===== src/rtl/rf_access_pkg.sv =====
// Shared types for the reflection variable access port: FSM states,
// latched request and registered response records.
package rf_access_pkg;

  // Struct field widths; the top level's DATA_W/ID_W defaults track these.
  localparam int RF_DATA_W = 32;
  localparam int RF_ID_W   = 4;
  localparam int RF_BE_W   = RF_DATA_W / 8;

  typedef enum logic [1:0] {
    IDLE = 2'd0,
    EXEC = 2'd1,
    RESP = 2'd2
  } rf_state_e;

  typedef struct packed {
    logic                 write;
    logic [RF_ID_W-1:0]   id;
    logic [RF_DATA_W-1:0] data;
    logic [RF_BE_W-1:0]   be;
  } rf_req_t;

  typedef struct packed {
    logic [RF_DATA_W-1:0] data;
    logic                 err;
    logic                 dirty;
  } rf_rsp_t;

endpackage


===== src/rtl/rf_var_bank.sv =====
// Variable storage with dirty tracking, byte-enable merge for host writes,
// hardware-update priority on collisions and flattened var_q view.
module rf_var_bank #(
  parameter int NUM_VARS = 16,
  parameter int DATA_W   = 32,
  parameter int ID_W     = 4
) (
  input  logic                       clk,
  input  logic                       rst,
  input  logic                       acc_en,
  input  logic                       acc_write,
  input  logic [ID_W-1:0]            acc_id,
  input  logic [DATA_W-1:0]          acc_data,
  input  logic [DATA_W/8-1:0]        acc_be,
  input  logic                       hw_we,
  input  logic [ID_W-1:0]            hw_id,
  input  logic [DATA_W-1:0]          hw_data,
  output logic [DATA_W-1:0]          acc_rdata,
  output logic                       acc_err,
  output logic                       acc_dirty,
  output logic [NUM_VARS*DATA_W-1:0] var_q
);

  localparam int BE_W = DATA_W / 8;
  localparam logic [ID_W:0] NUM_VARS_L = (ID_W+1)'(NUM_VARS);

  logic [DATA_W-1:0] vars  [NUM_VARS];
  logic              dirty [NUM_VARS];

  logic              in_range;
  logic [DATA_W-1:0] old_val;
  logic              old_dirty;
  logic [DATA_W-1:0] merged;

  assign in_range = ({1'b0, acc_id} < NUM_VARS_L);

  always_comb begin
    old_val   = '0;
    old_dirty = 1'b0;
    if (in_range) begin
      old_val   = vars[acc_id];
      old_dirty = dirty[acc_id];
    end
  end

  always_comb begin
    merged = old_val;
    for (int b = 0; b < BE_W; b++) begin
      if (acc_be[b]) merged[b*8 +: 8] = acc_data[b*8 +: 8];
    end
  end

  // A write response reports the host-merged word even if a hardware
  // update lands on the same variable in this cycle.
  always_comb begin
    acc_err   = ~in_range;
    acc_dirty = old_dirty;
    acc_rdata = '0;
    if (in_range) acc_rdata = acc_write ? merged : old_val;
  end

  for (genvar i = 0; i < NUM_VARS; i++) begin : g_var
    logic hw_hit;
    logic acc_hit;

    assign hw_hit  = hw_we  && (hw_id  == ID_W'(i));
    assign acc_hit = acc_en && (acc_id == ID_W'(i));

    // Hardware update takes priority over the host access for storage.
    always_ff @(posedge clk or posedge rst) begin
      if (rst) begin
        vars[i]  <= '0;
        dirty[i] <= 1'b0;
      end else if (hw_hit) begin
        vars[i]  <= hw_data;
        dirty[i] <= 1'b1;
      end else if (acc_hit) begin
        if (acc_write) vars[i] <= merged;
        dirty[i] <= 1'b0;
      end
    end

    assign var_q[i*DATA_W +: DATA_W] = vars[i];
  end

endmodule


===== src/rtl/rf_var_access_port.sv =====
// Reflection-layer get/set port: request latch, three-state FSM and
// registered response in front of the variable bank.
module rf_var_access_port
  import rf_access_pkg::*;
#(
  parameter int NUM_VARS = 16,
  parameter int DATA_W   = RF_DATA_W,
  parameter int ID_W     = RF_ID_W
) (
  input  logic                       clk,
  input  logic                       rst,
  input  logic                       req_valid,
  output logic                       req_ready,
  input  logic                       req_write,
  input  logic [ID_W-1:0]            req_id,
  input  logic [DATA_W-1:0]          req_data,
  input  logic [DATA_W/8-1:0]        req_be,
  output logic                       rsp_valid,
  input  logic                       rsp_ready,
  output logic [DATA_W-1:0]          rsp_data,
  output logic                       rsp_err,
  output logic                       rsp_dirty,
  input  logic                       hw_we,
  input  logic [ID_W-1:0]            hw_id,
  input  logic [DATA_W-1:0]          hw_data,
  output logic [NUM_VARS*DATA_W-1:0] var_q
);

  rf_state_e state;
  rf_state_e state_next;
  rf_req_t   req_q;
  rf_rsp_t   rsp_q;

  logic [DATA_W-1:0] bank_rdata;
  logic              bank_err;
  logic              bank_dirty;

  always_ff @(posedge clk or posedge rst) begin
    if (rst) state <= IDLE;
    else     state <= state_next;
  end

  always_comb begin
    state_next = state;
    unique case (state)
      IDLE: if (req_valid) state_next = EXEC;
      EXEC: state_next = RESP;
      RESP: if (rsp_ready) state_next = IDLE;
      default: state_next = IDLE;
    endcase
  end

  always_ff @(posedge clk or posedge rst) begin
    if (rst) begin
      req_q <= '0;
    end else if (state == IDLE && req_valid) begin
      req_q <= '{write: req_write, id: req_id, data: req_data, be: req_be};
    end
  end

  // Response is captured once in EXEC and held until the host consumes it.
  always_ff @(posedge clk or posedge rst) begin
    if (rst) begin
      rsp_q <= '0;
    end else if (state == EXEC) begin
      rsp_q <= '{data: bank_rdata, err: bank_err, dirty: bank_dirty};
    end
  end

  assign req_ready = (state == IDLE);
  assign rsp_valid = (state == RESP);
  assign rsp_data  = rsp_q.data;
  assign rsp_err   = rsp_q.err;
  assign rsp_dirty = rsp_q.dirty;

  rf_var_bank #(
    .NUM_VARS (NUM_VARS),
    .DATA_W   (DATA_W),
    .ID_W     (ID_W)
  ) u_bank (
    .clk       (clk),
    .rst       (rst),
    .acc_en    (state == EXEC),
    .acc_write (req_q.write),
    .acc_id    (req_q.id),
    .acc_data  (req_q.data),
    .acc_be    (req_q.be),
    .hw_we     (hw_we),
    .hw_id     (hw_id),
    .hw_data   (hw_data),
    .acc_rdata (bank_rdata),
    .acc_err   (bank_err),
    .acc_dirty (bank_dirty),
    .var_q     (var_q)
  );

endmodule


===== config.mk =====
export PLATFORM = sky130hd
export DESIGN_NAME = rf_var_access_port
export DESIGN_NICKNAME = d
export VERILOG_FILES = /design/src/rtl/rf_access_pkg.sv /design/src/rtl/rf_var_bank.sv /design/src/rtl/rf_var_access_port.sv
export SDC_FILE = /design/constraint.sdc
export NUM_CORES = 1
export LEC_CHECK = 0
export BUFFER_PORTS_ARGS = -buffer_cell sky130_fd_sc_hd__buf_2
export CORE_MARGIN = 8
export CORE_UTILIZATION = 40
export CTS_CLUSTER_SIZE = 12
export DETAILED_ROUTE_END_ITERATION = 10
export PLACE_DENSITY = 0.67
export SLEW_MARGIN = 40
export SYNTH_ARGS = -nofsm -noshare
export SYNTH_HDL_FRONTEND = slang
export SYNTH_HIERARCHICAL = 1
export SYNTH_SLANG_ARGS = --single-unit

===== constraint.sdc =====
create_clock -name clk -period 19.05 [get_ports clk]
set_input_delay 0 -clock clk [delete_from_list [all_inputs] [get_ports clk]]
set_output_delay 0 -clock clk [all_outputs]
set_load 0.01 [all_outputs]

# [Word-level counts from Yosys, hierarchy flattened]
# Cells that the tools add are included.
[word_totals] ramBits=0 rom_bits=0 in_bits=82 reg_bits=604 wordCells=239 latch_bits=0 mem_count=0
[op_classes] addsub=0 multipliers=0 reduce_logical=85 n_mux=79 div=0 n_shift=0 eq_ne=34 n_lt_le_gt_ge=1 bitwise=1
[op_table] cell="32-bit 2-to-1 mux" n=36
[op_table] cell="32-bit binary-select mux with 4-bit select" n=1
[op_table] cell="4-bit equality test, second input constant" n=16
[op_table] cell="2-bit nonzero test" n=32
[op_table] cell="1-bit 2-to-1 mux" n=34
[op_table] cell="2-bit AND reduction" n=17
[op_table] cell="1-bit logical AND" n=33
[op_table] cell="4-bit by 3-bit equality test with 1-bit output, second input constant" n=8
[op_table] cell="8-bit 2-to-1 mux" n=4
[op_table] cell="4-bit by 2-bit equality test with 1-bit output, second input constant" n=4
[op_table] cell="4-bit by 1-bit equality test with 1-bit output, second input constant" n=2
[op_table] cell="4-bit zero test" n=2
[op_table] cell="2-bit one-hot mux with 3 select lines" n=1
[op_table] cell="5-bit greater-or-equal comparator, second input constant" n=1
[op_table] cell="4-bit NOT with 5-bit output" n=1
[op_table] cell="1-bit binary-select mux with 4-bit select" n=1
[op_table] cell="2-bit 2-to-1 mux" n=2
[op_table] cell="2-bit by 1-bit equality test with 1-bit output, second input constant" n=1
[op_table] cell="2-bit equality test, second input constant" n=1
[op_table] cell="2-bit zero test" n=1
[op_table] cell="2-bit by 1-bit != test with 1-bit output, second input constant" n=1
[op_table] cell="2-bit != test, second input constant" n=1

# [Logic depth before layout (Yosys ltp)]
[logic_depth] word_depth=8 depth_mapped=11 mapped_depth_nobuf=5

# [Modules after synthesis]
# Netlist, hierarchy kept.
[by_module_without_submodules] mod="rf_var_bank" cells_each=3458 area_per_inst_um2=35022.3 instances=1 seq_area_each_um2=13212.7
[by_module_without_submodules] mod="rf_var_access_port" cells_each=167 area_per_inst_um2=2912.8 instances=1 seq_area_each_um2=1926.8

# [Worst setup path before layout]
# Ideal clock, no wire load.
[synth_timing] kind="register -> register" start="register state[0]" end="register u_bank.vars, in the netlist u_bank/var_q[64]" slack_ns=16.816 path_stages_with_launch=12 path_buffers=6 required_ns=18.912 setup_time_ns=0.138 arrival_ns=2.096 synth_period_minus_slack_ns=2.234 path_cell_list="dfrtp_1 -> nor2b_1 -> buf_6 -> buf_6 -> clkbuf_2 -> nand4bb_1 -> buf_4 -> or2_1 -> buf_2 -> buf_4 -> mux2i_1 -> o211ai_1"
[synth_between] elab_chain_cells=4
[synth_lines] item="start, declared" line_no="rf_var_access_port.sv:29" source="rf_state_e state;"
[synth_lines] item="start signal, assigned" line_no="rf_var_access_port.sv:40" source="else state <= state_next;"
[synth_lines] item="2-bit by 1-bit equality test with 1-bit output" line_no="rf_var_access_port.sv:83" source=".acc_en (state == EXEC),"
[synth_lines] item="1-bit logical AND" line_no="rf_var_bank.sv:67" source="assign acc_hit = acc_en && (acc_id == ID_W'(i));"
[synth_lines] item="2-bit nonzero test (no source line)"
[synth_lines] item="2-bit AND reduction (no source line)"
[synth_lines] item="end signal, assigned by index" line_no="rf_var_bank.sv:75" source="vars[i] <= hw_data;"
[synth_lines] item="end signal, assigned by index" line_no="rf_var_bank.sv:78" source="if (acc_write) vars[i] <= merged;"
[synth_lines] item="end, declared" line_no="rf_var_bank.sv:27" source="logic [DATA_W-1:0] vars [NUM_VARS];"
# No other way between the ends.
# A chain may end at the register's enable or synchronous reset.

# [Worst setup path in the final report]
[layout_timing] start="register req_q[39] in the netlist's numbering" end="register rsp_q, in the netlist rsp_data[21]"
[layout_between] elab_chain_cells=6
[layout_lines] item="start, declared" line_no="rf_var_access_port.sv:31" source="rf_req_t req_q;"
[layout_lines] item="start signal, assigned" line_no="rf_var_access_port.sv:57" source="req_q <= '{write: req_write, id: req_id, data: req_data, be: req_be};"
[layout_lines] item="4-bit NOT with 5-bit output (implied by the code) *" line_no="rf_var_bank.sv:41" source="old_val = vars[acc_id];"
[layout_lines] item="32-bit binary-select mux with 4-bit select *" line_no="rf_var_bank.sv:41"
[layout_lines] item="32-bit 2-to-1 mux (implied by the code) * (2 in series)" line_no="rf_var_bank.sv:41"
[layout_lines] item="8-bit 2-to-1 mux" line_no="rf_var_bank.sv:49" source="if (acc_be[b]) merged[b*8 +: 8] = acc_data[b*8 +: 8];"
[layout_lines] item="32-bit 2-to-1 mux *" line_no="rf_var_bank.sv:59" source="if (in_range) acc_rdata = acc_write ? merged : old_val;"
[layout_lines] item="net bank_rdata[21]" line_no="rf_var_access_port.sv:34" source="logic [DATA_W-1:0] bank_rdata;"
[layout_lines] item="end signal, assigned" line_no="rf_var_access_port.sv:66" source="rsp_q <= '{data: bank_rdata, err: bank_err, dirty: bank_dirty};"
[layout_lines] item="end, declared" line_no="rf_var_access_port.sv:32" source="rf_rsp_t rsp_q;"
# The timed path passes the listed nets; every way through them passes the cells marked *. The select of a mux whose other input is x is not followed.

==> metrics.txt <==
run status=completed; Setup crit end kind=flop; source-to-sink clock delay at the later pin of the worst-skew pair=0.63 ns; clock tree from TritonCTS=done; number of top-level pins=630; Setup Skew=0.0243 ns; time the worst path needs with I/O delays and setup=4.04 ns; drt pass-1 iters=6; Resize count post-CTS=0; ratio of routed vias to standard cells=just over 6; Yosys warning total=6; floorplan die width=324 um; Yosys cell types=42; antenna violations before repair=7; average wire per cell in the routed design=between 30 and 40 um; worst setup path category=reg2reg; cells after synthesis=3625; post-synthesis instance area=roughly 0.038 mm^2; pwr/cell area=185 mW/mm^2; Worst slew margin=34.5%; commonest cells after routing, fill and taps aside=nand2_1 (1058), buf_2 (629), dfrtp_1 (601), mux2i_1 (544), o211ai_1 (512); total track usage=31.0%; sinks on the clock net=just over 600; buffer depth of the longest clock path=3; initial core utilization=40.2%; Routed Antenna Nets=0; Hold Violations, Final=0; DRC errors left=0; final cell count without fillers=about 5500; number of rows in the core area=between 100 and 150; synthesized net count=roughly 3700; final wirelength=170000 um; proportion of layout cells with a drive suffix above 1=30.0%; Post-Syn Area per Cell=10.5 um^2; worst-path maximum fanout=60; Post-DP HPWL=120000 um; Post-Place Cells=around 5200; first-pass GRT wire length=240000 um; core footprint=0.0944 mm^2; max-slew violation total from the final report=0; total setup buffers inserted after CTS=0; startpoint kind of the worst setup timing path=flop; total congestion overflow=0; Peak supply drop=0.0000979 V; vias after detailed routing=33800; Worst EP arrival=4.54 ns; maximum number of pins on one net before global-route repair=108; Fin Setup TNS=0 ns; static power due to leakage=17.7 nW; Die Area=approximately 0.10 mm^2; number of global-route vias before repair=33400; GPL Wtd Cong=0.880; Clk pin slew, worst setup/hold paths=0.06 ns; share of synthesized area occupied by flip-flops and latches=39.9%; final setup fails=0; buffer type at the clock tree root=clkbuf_16; portion of the clock cycle consumed by the worst path in the final layout=between 20% and 30%; total of hold buffers inserted after clock tree synthesis=84; setup repair after global routing missed its margin=no; Hold Path Class=in2async; number of flip-flops and latches in the synthesized netlist=~610; height of the die=324 um; Port Buf Inserts=around 630; H-tree level count=3; WP data required=between 15 and 20 ns; MaxCap Viol Count=0; Net count, final=4223; area grow syn2layout=20.0%; transition time of the tightest slew-check pin=0.982 ns; maximum clock rate=247 MHz; most common cell after layout, fill and taps aside=nand2_1; Num CTS Buffers=a little over 70; First DRT Iteration DRCs=4502
==> metrics by stage <==
stage / power (W) / util [%] / worst slack, ns / hold WS, ns / area [um^2]
floorplan: 0.00518 / - / 4.30 / 0.135 / 37900
global placement: 0.00682 / 43.5 / 14.62 / 0.103 / 41100
detailed placement: 0.00691 / 44.7 / 15.03 / 0.100 / 42200
CTS: 0.00836 / 48.1 / 15.01 / 0.109 / 45400
global route: 0.00878 / 48.2 / 14.87 / 0.0594 / 45500
finish: 0.00840 / 48.2 / 15.01 / 0.0176 / 45500
==> kinds of logic after synthesis <==
group                  count (synthesis)  share of synthesized area [%]
and+or+nand+nor                     1177                           12.7
muxes                                816                           26.6
AOI/OAI and AO/OA                    625                           15.3
buffers and inverters                401                           5.47
other                                  1                        0.00989
DFF                                  605                           39.9
==> cell type report <==
type | instances | area, um^2
fill | 8652 | 48900
multi-input combinational | 2619 | 20900
sequential | 605 | 15200
timing repair buffer | 840 | 5540
clock buffer | 109 | 2170
tap | 1265 | 1580
clock inverter | 18 | 169
inverter | 3 | 26.3
antenna | 4 | 10.0
==> registers in the layout (all words and copies together) (netlist names) <==
name          count
u_bank/var_q    512
rsp_dirty         1
req_q            41
rsp_err           1
u_bank/dirty     16
state             2
rsp_data         32
==> metal layers <==
layer | GRT usage (%) | vias to the layer above | wire (um) | share of wire (%)
met1 | 40.1 | 16900 | 65000 | 38
met4 | 15.1 | 6 | 9740 | 5.7
met3 | 8.46 | 512 | 18900 | 11
met2 | 48.1 | 2374 | 76000 | 45
met5 | 0 | - | 41 | 0.024
li1 | - | 14100 | - | -
==> synth_stat cells (all sizes together) <==
library cell | count | share of area (%)
o21ai | 48 | 0.63
nor2b | 3 | 0.049
nand2b | 24 | 0.40
dfrtp | 605 | 40
a21o | 1 | 0.020
or2 | 11 | 0.18
o211ai | 512 | 10
nand2 | 1059 | 10
mux2 | 139 | 4.3
clkbuf | 201 | 2.0
nor3b | 2 | 0.069
and3 | 1 | 0.017
nand4 | 1 | 0.017
nor2 | 14 | 0.44
mux2i | 544 | 14
nand3b | 2 | 0.040
inv | 3 | 0.030
mux4 | 133 | 7.9
nand4bb | 1 | 0.030
a2111oi | 64 | 4.5
nand3 | 1 | 0.013
nand4b | 2 | 0.046
buf | 197 | 3.4
and2b | 1 | 0.020
and2 | 53 | 0.87
conb | 1 | 0.0099
and3b | 2 | 0.046
==> power by group <==
group	switching [W]	total, W	internal [W]
clock network	0.000590	0.00141	0.000815
logic	0.00245	0.00424	0.00180
registers	0.000816	0.00275	0.00194
total	0.00385	0.00840	0.00455
==> worst paths after layout <==
check                      cells after the start  slack (ns)          from           endpoint
setup / recovery                               7       15.01     req_q[39]       rsp_data[21]
hold / removal                                 3        0.02           rst    u_bank/dirty[4]
setup reg to reg                               7       15.01     req_q[39]       rsp_data[21]
hold reg to reg                                1        0.50     rsp_dirty          rsp_dirty
max in group asynchronous                      5       17.22           rst  u_bank/var_q[110]
min in group clk                               3        0.14  req_data[13]          req_q[17]
==> critical path: stages (launching register included) <==
cell and delay, ns:
dfrtp_4 0.86, buf_4 0.79, buf_6 0.64, mux4_2 0.58, mux2_2 0.39, mux2i_1 0.18, o21ai_1 0.07, mux2_2 0.28
Note: power is estimated with default switching activity, not from simulation.
